===== src/rtl/cu_issue_arbiter.sv =====
// Purpose : round-robin issue arbiter from the collector units into a 2-entry issue FIFO.
// Latency : a bundle accepted at edge t is on out_* after edge t and can pop in cycle t+1.
// Backpr. : in_ready_o grants only while the FIFO holds fewer than 2 entries; pops never create same-cycle space.
//
// Ports:
//   clk, rst_n          clock and synchronous active-low reset
//   in_valid_i/ready_o  per-unit bundle handshake; in_ready_o is one-hot or zero
//   in_wid_i/payload_i  per-unit warp id and opaque bundle, slice i = [(i+1)*W-1 -: W]
//   out_*               FIFO head: valid/ready handshake, warp id, bundle, source unit index
//   issue_cnt_o         bundles popped since reset, wraps at 2^32
module cu_issue_arbiter #(
    parameter int NUM_CU    = 4,
    parameter int DEPTH_CU  = 2,
    parameter int WID_W     = 3,
    parameter int PAYLOAD_W = 128
) (
    input  logic                        clk,
    input  logic                        rst_n,
    input  logic [NUM_CU-1:0]           in_valid_i,
    output logic [NUM_CU-1:0]           in_ready_o,
    input  logic [NUM_CU*WID_W-1:0]     in_wid_i,
    input  logic [NUM_CU*PAYLOAD_W-1:0] in_payload_i,
    output logic                        out_valid_o,
    input  logic                        out_ready_i,
    output logic [WID_W-1:0]            out_wid_o,
    output logic [PAYLOAD_W-1:0]        out_payload_o,
    output logic [DEPTH_CU-1:0]         out_cu_id_o,
    output logic [31:0]                 issue_cnt_o
);

    // FIFO state
    logic [1:0]           count_q, count_d;
    logic                 wr_ptr_q, wr_ptr_d;
    logic                 rd_ptr_q, rd_ptr_d;
    logic [DEPTH_CU-1:0]  rr_ptr_q, rr_ptr_d;
    logic [31:0]          issue_cnt_q, issue_cnt_d;

    logic [WID_W-1:0]     ent_wid_q [2];
    logic [WID_W-1:0]     ent_wid_d [2];
    logic [PAYLOAD_W-1:0] ent_pay_q [2];
    logic [PAYLOAD_W-1:0] ent_pay_d [2];
    logic [DEPTH_CU-1:0]  ent_cu_q  [2];
    logic [DEPTH_CU-1:0]  ent_cu_d  [2];

    // Arbitration
    logic                 space;
    logic                 grant_vld;
    logic [DEPTH_CU-1:0]  grant_idx;
    logic [DEPTH_CU-1:0]  scan_idx;
    logic                 push;
    logic                 pop;

    // Space looks only at the registered count, so out_ready_i never reaches in_ready_o.
    assign space = (count_q != 2'd2);

    // Scan starting at rr_ptr; the index wraps naturally since NUM_CU is 2^DEPTH_CU.
    always_comb begin
        grant_vld = 1'b0;
        grant_idx = '0;
        scan_idx  = '0;
        if (rst_n && space) begin
            for (int i = 0; i < NUM_CU; i++) begin
                scan_idx = rr_ptr_q + DEPTH_CU'(i);
                if (!grant_vld && in_valid_i[scan_idx]) begin
                    grant_vld = 1'b1;
                    grant_idx = scan_idx;
                end
            end
        end
    end

    always_comb begin
        in_ready_o = '0;
        for (int i = 0; i < NUM_CU; i++) begin
            if (grant_vld && (grant_idx == DEPTH_CU'(i))) begin
                in_ready_o[i] = 1'b1;
            end
        end
    end

    assign push = grant_vld;
    assign pop  = (count_q != 2'd0) && out_ready_i;

    always_comb begin
        count_d     = count_q;
        wr_ptr_d    = wr_ptr_q;
        rd_ptr_d    = rd_ptr_q;
        rr_ptr_d    = rr_ptr_q;
        issue_cnt_d = issue_cnt_q;
        ent_wid_d   = ent_wid_q;
        ent_pay_d   = ent_pay_q;
        ent_cu_d    = ent_cu_q;

        if (push) begin
            ent_wid_d[wr_ptr_q] = in_wid_i[grant_idx*WID_W +: WID_W];
            ent_pay_d[wr_ptr_q] = in_payload_i[grant_idx*PAYLOAD_W +: PAYLOAD_W];
            ent_cu_d[wr_ptr_q]  = grant_idx;
            wr_ptr_d            = ~wr_ptr_q;
            rr_ptr_d            = grant_idx + DEPTH_CU'(1);
        end

        if (pop) begin
            rd_ptr_d    = ~rd_ptr_q;
            issue_cnt_d = issue_cnt_q + 32'd1;
        end

        // Push and pop together only happen at count 1 (a full FIFO cannot push).
        case ({push, pop})
            2'b10:   count_d = count_q + 2'd1;
            2'b01:   count_d = count_q - 2'd1;
            default: count_d = count_q;
        endcase
    end

    always_ff @(posedge clk) begin
        if (!rst_n) begin
            count_q     <= 2'd0;
            wr_ptr_q    <= 1'b0;
            rd_ptr_q    <= 1'b0;
            rr_ptr_q    <= '0;
            issue_cnt_q <= 32'd0;
            for (int e = 0; e < 2; e++) begin
                ent_wid_q[e] <= '0;
                ent_pay_q[e] <= '0;
                ent_cu_q[e]  <= '0;
            end
        end else begin
            count_q     <= count_d;
            wr_ptr_q    <= wr_ptr_d;
            rd_ptr_q    <= rd_ptr_d;
            rr_ptr_q    <= rr_ptr_d;
            issue_cnt_q <= issue_cnt_d;
            for (int e = 0; e < 2; e++) begin
                ent_wid_q[e] <= ent_wid_d[e];
                ent_pay_q[e] <= ent_pay_d[e];
                ent_cu_q[e]  <= ent_cu_d[e];
            end
        end
    end

    // Head fields come straight from storage flops, never from in_*.
    assign out_valid_o   = (count_q != 2'd0);
    assign out_wid_o     = ent_wid_q[rd_ptr_q];
    assign out_payload_o = ent_pay_q[rd_ptr_q];
    assign out_cu_id_o   = ent_cu_q[rd_ptr_q];
    assign issue_cnt_o   = issue_cnt_q;

endmodule


===== config.mk =====
export PLATFORM = sky130hd
export DESIGN_NAME = cu_issue_arbiter
export DESIGN_NICKNAME = d
export VERILOG_FILES = /design/src/rtl/cu_issue_arbiter.sv
export SDC_FILE = /design/constraint.sdc
export NUM_CORES = 1
export LEC_CHECK = 0
export BUFFER_PORTS_ARGS = -buffer_cell sky130_fd_sc_hd__buf_4
export CAP_MARGIN = 40
export CORE_AREA = 4 4 274 276
export CTS_BUF_LIST = sky130_fd_sc_hd__clkbuf_16
export CTS_CLUSTER_SIZE = 14
export DETAILED_ROUTE_END_ITERATION = 8
export DIE_AREA = 0 0 278 280
export PLACE_DENSITY = 0.46
export SLEW_MARGIN = 20
export SYNTH_ARGS = -nofsm -noshare
export SYNTH_HDL_FRONTEND = slang
export SYNTH_SLANG_ARGS = --single-unit

===== constraint.sdc =====
create_clock -name clk -period 5.4 [get_ports clk]
set_clock_uncertainty 0.15 [all_clocks]
set_input_delay 1.08 -clock clk [delete_from_list [all_inputs] [get_ports clk]]
set_output_delay 1.08 -clock clk [all_outputs]
set_load 0.01 [all_outputs]

==> flow_metrics.tcl, run 1 <==
set metrics [dict create \
    numPortBuffers 700 \
    synth_flop_cell "dfxtp_1" \
    insertion_delay_ns 0.52 \
    die_h_um 280 \
    rrSetupSlack_ns 2.48 \
    numPlacedInstances 3217 \
    grt_pass1_vias 16200 \
    status "finished, final reports clean" \
    antenna_found_initial 2 \
    fin_setup_tns_ns 0 \
    final_cell_mix "buf_4, dfxtp_1, a31oi_1" \
    ys_seq_area_share_pct 39.4 \
    root_buffer "clkbuf_16" \
    synth-seq-cells 304 \
    core_area_mm2 0.0726 \
    hold_violations 0 \
    syn_nets 2234 \
    yosys_warnings 0 \
    fin_crit_sh_pct 68.7 \
    final_cells 3284 \
    end_kind "primary output" \
    cts_sinks 304 \
    grt_pass1_wl_um 97400 \
    drt_iter0_markers 679 \
    crit_type "in -> out" \
    grt_max_degree 147 \
    fin_hold_ws_ns 0.315 \
    p_leak_nw 10.2 \
    fillCellCount 7726 \
    avgSynthCellArea_um2 9.08 \
    drive_above_1_share_pct 39.7 \
    grtUsageTotal_pct 15.9 \
    die_area_mm2 0.0778 \
    viasPerCell 4.78 \
    start_kind "primary input" \
    finalSetupViolations 0 \
    worst-path-max-fanout 46 \
    cts-resized-gates 0 \
    row_count 99 \
    fin_crit_ns 3.71 \
    r2r_start "rr_ptr_q[1]" \
    ys_top_cells_by_area "dfxtp_1, a31oi_1, mux2_2" \
    routedWlPerCell_um 20.1 \
    clk_pin_slew_worst_paths_ns 0.05 \
    worstPathArrival_ns 2.48 \
    boundaryPins 701 \
    nets 2831 \
    post-route-util_pct 31.3 \
    hold_path.class "reg -> reg" \
    max_freq_ghz 0.270 \
    yosysTopAreaCell "dfxtp_1" \
    crit_required_ns 4.17 \
    synth_area_mm2 0.0154 \
    cap_violations 0 \
    vdd_drop_max_mv 0.231 \
    synth_top_area_share_pct 39.4 \
    finalMaxSlewViolations 0 \
    synthDistinctLibCells 45 \
    slew_headroom_pct 35.8 \
    cts_setup_buffers 0 \
    wirelength_um 66100 \
    overflow 0 \
    start_util_pct 21.3 \
    synth_edf_count 0 \
    synthArstFlopShare_pct 0 \
    hpwl_um 48500 \
    areaGrowthSynthToFinish_pct 47.0 \
    vias 15700 \
    crit_start "rst_n" \
    route.detailed.drc 0 \
    gp_congestion 0.936 \
    hold_start "ent_cu_q[1]" \
    numCtsBuffers 37 \
    tritoncts "yes" \
    synthCells 1701 \
    post_cts_hold_buffer_count 0 \
    power.density_mw_per_mm2 423 \
    cts_htree_levels 2 \
    detail_route.first_pass.iterations 5 \
    worst_pin_slew_ns 0.963 \
    rsz0062_at_grt "false" \
    postRouteAntennaNets 0 \
    layout.cells.most_common "buf_4" \
    clock_path_buffers 3 \
    dieWidth_um 278 \
]
path summary, 6_finish.rpt:
| check | end | depth (start not counted) |
|---|---|---|
| setup reg to reg | ent_pay_q[122] | 7 |
| setup / recovery | in_ready_o[0] | 6 |
| hold / removal | ent_cu_q[1] | 2 |
| hold reg to reg | ent_cu_q[1] | 2 |
Yosys cell counts (2+ instances only):
master	number
a21boi_0	8
a21oi_1	133
a2bb2oi_1	121
a2bb2oi_2	10
a31oi_1	262
and2_1	30
and3_1	6
and4_1	5
buf_1	4
buf_2	40
buf_4	4
buf_6	7
clkbuf_1	112
dfxtp_1	304
ha_1	2
inv_1	9
mux2_2	133
mux2i_1	132
nand2_1	148
nand2b_1	4
nand3_1	18
nand4_1	4
nor2_1	3
nor2b_1	3
nor3_1	6
nor4_1	2
o21a_1	2
o21ai_0	139
o21ai_1	2
or3_1	5
xnor2_1	23
xor2_1	7
registers in the layout, summed over array words and instances (netlist names):
name / cells
ent_pay_q: 256
issue_cnt_o: 32
ent_wid_q: 6
ent_cu_q: 4
count_q: 2
rr_ptr_q: 2
rd_ptr_q: 1
wr_ptr_q: 1
cell type report:
type | instances | area [um2] | share of cell area, %
timing repair buffer | 726 | 5630 | 24.8
sequential | 304 | 6090 | 26.8
clock buffer | 37 | 926 | 4.08
inverter | 9 | 33.8 | 0.149
clock inverter | 28 | 214 | 0.942
tap | 959 | 1200 | 5.28
antenna | 1 | 2.50 | 0.0110
multi-input combinational | 1220 | 8620 | 37.9
power by group:
group	internal, W	switching [W]
clock network	0.00142	0.000954
registers	0.00273	0.000261
logic	0.00201	0.00224
total	0.00616	0.00346
critical path, stage by stage:
cell and delay, ns:
clkbuf_8 0.27, o21ai_1 0.23, a31oi_2 0.31, inv_1 0.21
nor3_1 0.22, buf_4 0.15
logic make-up (layout without fill, tap and decap cells):
| group | after synthesis | after routing | share of synthesized area, % |
|---|---|---|---|
| simple gates | 237 | 237 | 7.10 |
| fa+ha+maj | 2 | 2 | 0.162 |
| mux | 265 | 265 | 18.2 |
| other cells | 0 | 1 | 0 |
| buf+inv | 177 | 800 | 5.07 |
| xor+xnor | 30 | 30 | 1.70 |
| flops | 304 | 304 | 39.4 |
| compound gates | 686 | 686 | 28.3 |
per-layer routing:
layer / track usage [%] / routed length, um
met5: 0 / 13
met4: 5.37 / 2220
met3: 4.51 / 4830
met2: 28.5 / 33100
met1: 18.1 / 25900
through the flow:
step	setup WS [ns]	total power, W	cell area, um2
4_1_cts	1.65	0.00979	22700
2_1_floorplan	1.87	0.00560	15400
6_report	1.69	0.00962	22700
5_1_grt	1.54	0.0102	22700
3_5_place_dp	1.66	0.00735	21500
3_3_place_gp	1.71	0.00724	21500
(Power assumes the default switching activity.)
==> run 2, diff against run 1 <==
Settings changed: CORE_AREA 4 4 274 276 to 4 4 268 270, DIE_AREA 0 0 278 280 to 0 0 272 274, PLACE_DENSITY 0.46 to 0.48.
Clock period 5.4 ns to 3.4 ns, I/O delays scaled along.
==> flow_metrics.tcl, run 2 (synthesis results as in run 1) <==
set metrics [dict create \
    status "finished, final reports clean" \
    clock_path_buffers 3 \
    p_leak_nw 10.3 \
    die_h_um 274 \
    worst-path-max-fanout 9 \
    hold_path.class "in -> reg" \
    core_area_mm2 0.0695 \
    cts_sinks 304 \
    antenna_found_initial 7 \
    detail_route.first_pass.iterations 5 \
    register_area_mm2 0.00609 \
    worstPathArrival_ns 2.20 \
    start_kind "register" \
    crit_required_ns 2.57 \
    power.density_mw_per_mm2 673 \
    cts_htree_levels 2 \
    viasPerCell 4.83 \
    root_buffer "clkbuf_16" \
    row_count 97 \
    fin_setup_tns_ns 0 \
    numPlacedInstances 3220 \
    drt_iter0_markers 786 \
    postRouteAntennaNets 0 \
    p_switching_w 0.00559 \
    areaGrowthSynthToFinish_pct 48.9 \
    wirelength_um 67300 \
    insertion_delay_ns 0.54 \
    post-route-util_pct 33.1 \
    largest-register "ent_pay_q" \
    end_kind "primary output" \
    vias 15900 \
    fillCellCount 7293 \
    cap_violations 0 \
    fin_crit_ns 3.03 \
    start_util_pct 22.2 \
    fin_crit_sh_pct 89.2 \
    cts_setup_buffers 0 \
    boundaryPins 701 \
    route.detailed.drc 0 \
    clk_pin_slew_worst_paths_ns 0.06 \
    hold_violations 0 \
    dieWidth_um 272 \
    multiInputGateArea_mm2 0.00862 \
    grtUsageTotal_pct 16.8 \
    grt_pass1_wl_um 98400 \
    largest_reg_flops 256 \
    rsz0062_at_grt "false" \
    tritoncts "yes" \
    max_freq_ghz 0.330 \
    fin_area_mm2 0.0230 \
    crit_start "rr_ptr_q[1]" \
    cts-resized-gates 0 \
    vdd_drop_max_mv 0.354 \
    clock_power_share_pct 24.6 \
    slew_headroom_pct 36.5 \
    layout.cells.most_common "buf_4" \
    numPortBuffers 700 \
    power.share.combinational_pct 44.6 \
    numCtsBuffers 38 \
    finalSetupViolations 0 \
    post_cts_hold_buffer_count 0 \
    power.internal_w 0.00990 \
    seq_power_share_pct 30.8 \
    reg2reg_to "ent_pay_q[195]" \
    rrSetupSlack_ns 0.89 \
    finalMaxSlewViolations 0 \
    gp_congestion 0.906 \
    ff2ff_path_depth 8 \
    grt_max_degree 170 \
    die_area_mm2 0.0745 \
    crit_type "reg -> out" \
    final_cells 3293 \
    drive_above_1_share_pct 40.6 \
    hpwl_um 50000 \
    crit_end "in_ready_o[1]" \
    worst_pin_slew_ns 0.952 \
    postPlaceCellArea_mm2 0.0218 \
    final_cell_mix "buf_4, dfxtp_1, a31oi_1" \
    grt_pass1_vias 16300 \
    r2r_start "count_q[0]" \
    routedWlPerCell_um 20.4 \
    power.share.switching_pct 36.1 \
    nets 2854 \
    overflow 0 \
]
-- run 2: cell types whose count changed in the layout (fill, tap and decap cells not counted), moves of 2 or more --
cell	before	now
clkinv_1	10	6
buf_12	11	21
clkinv_2	3	11
diode_2	1	4
clkbuf_16	37	41
buf_4	712	725
bufinv_16	4	1
inv_1	20	18
-- run 2: how the worst min path moves through the flow --
stage	end	cells past startpoint	from
final	ent_pay_q[100]	3	in_payload_i[100]
after global routing	ent_pay_q[100]	3	in_payload_i[100]
after CTS	ent_pay_q[100]	3	in_payload_i[100]
after detailed placement	ent_cu_q[3]	2	ent_cu_q[3]
after global placement	ent_cu_q[3]	2	ent_cu_q[3]
after floorplan	ent_cu_q[0]	2	ent_cu_q[0]
-- run 2: layout make-up --
cell class | count | share of cell area (%)
Antenna cell | 4 | 0.0435
Inverter | 9 | 0.147
Clock buffer | 41 | 4.46
Multi-Input combinational cell | 1220 | 37.5
Sequential cell | 304 | 26.5
Timing Repair Buffer | 748 | 25.7
Tap cell | 940 | 5.11
Clock inverter | 27 | 0.615
-- run 2: metal layers --
| metal | GRT usage (%) | vias to the layer above | wire (um) |
|---|---|---|---|
| met2 | 30.1 | 569 | 33600 |
| met1 | 19.4 | 7550 | 26500 |
| met4 | 6.02 | 4 | 2360 |
| li1 | - | 7684 | - |
| met3 | 4.43 | 109 | 4800 |
| met5 | 0 | - | 27 |
-- run 2: stage by stage --
step | hold slack, ns | setup slack, ns | power (W)
final | 0.284 | 0.368 | 0.0155
after global routing | 0.252 | 0.237 | 0.0164
after CTS | 0.234 | 0.287 | 0.0157
after detailed placement | 0.312 | 0.429 | 0.0118
after global placement | 0.303 | 0.450 | 0.0117
after floorplan | 0.288 | 0.666 | 0.00890
-- run 2: worst max-delay path, cell delays in order, from the launching register on --
cell and delay, ns:
dfxtp_1 0.45, a21o_1 0.15, a21oi_1 0.06, o22a_1 0.36, nor3_4 0.28, buf_12 0.21, buf_4 0.14
-- run 2: power groups by stage --
stage               registers, W  logic, W  clock network, W
floorplan                0.00465   0.00425                 0
global placement         0.00479   0.00688                 0
detailed placement       0.00484   0.00697                 0
CTS                      0.00477   0.00700           0.00397
global route             0.00486   0.00746           0.00410
finish                   0.00477   0.00690           0.00381
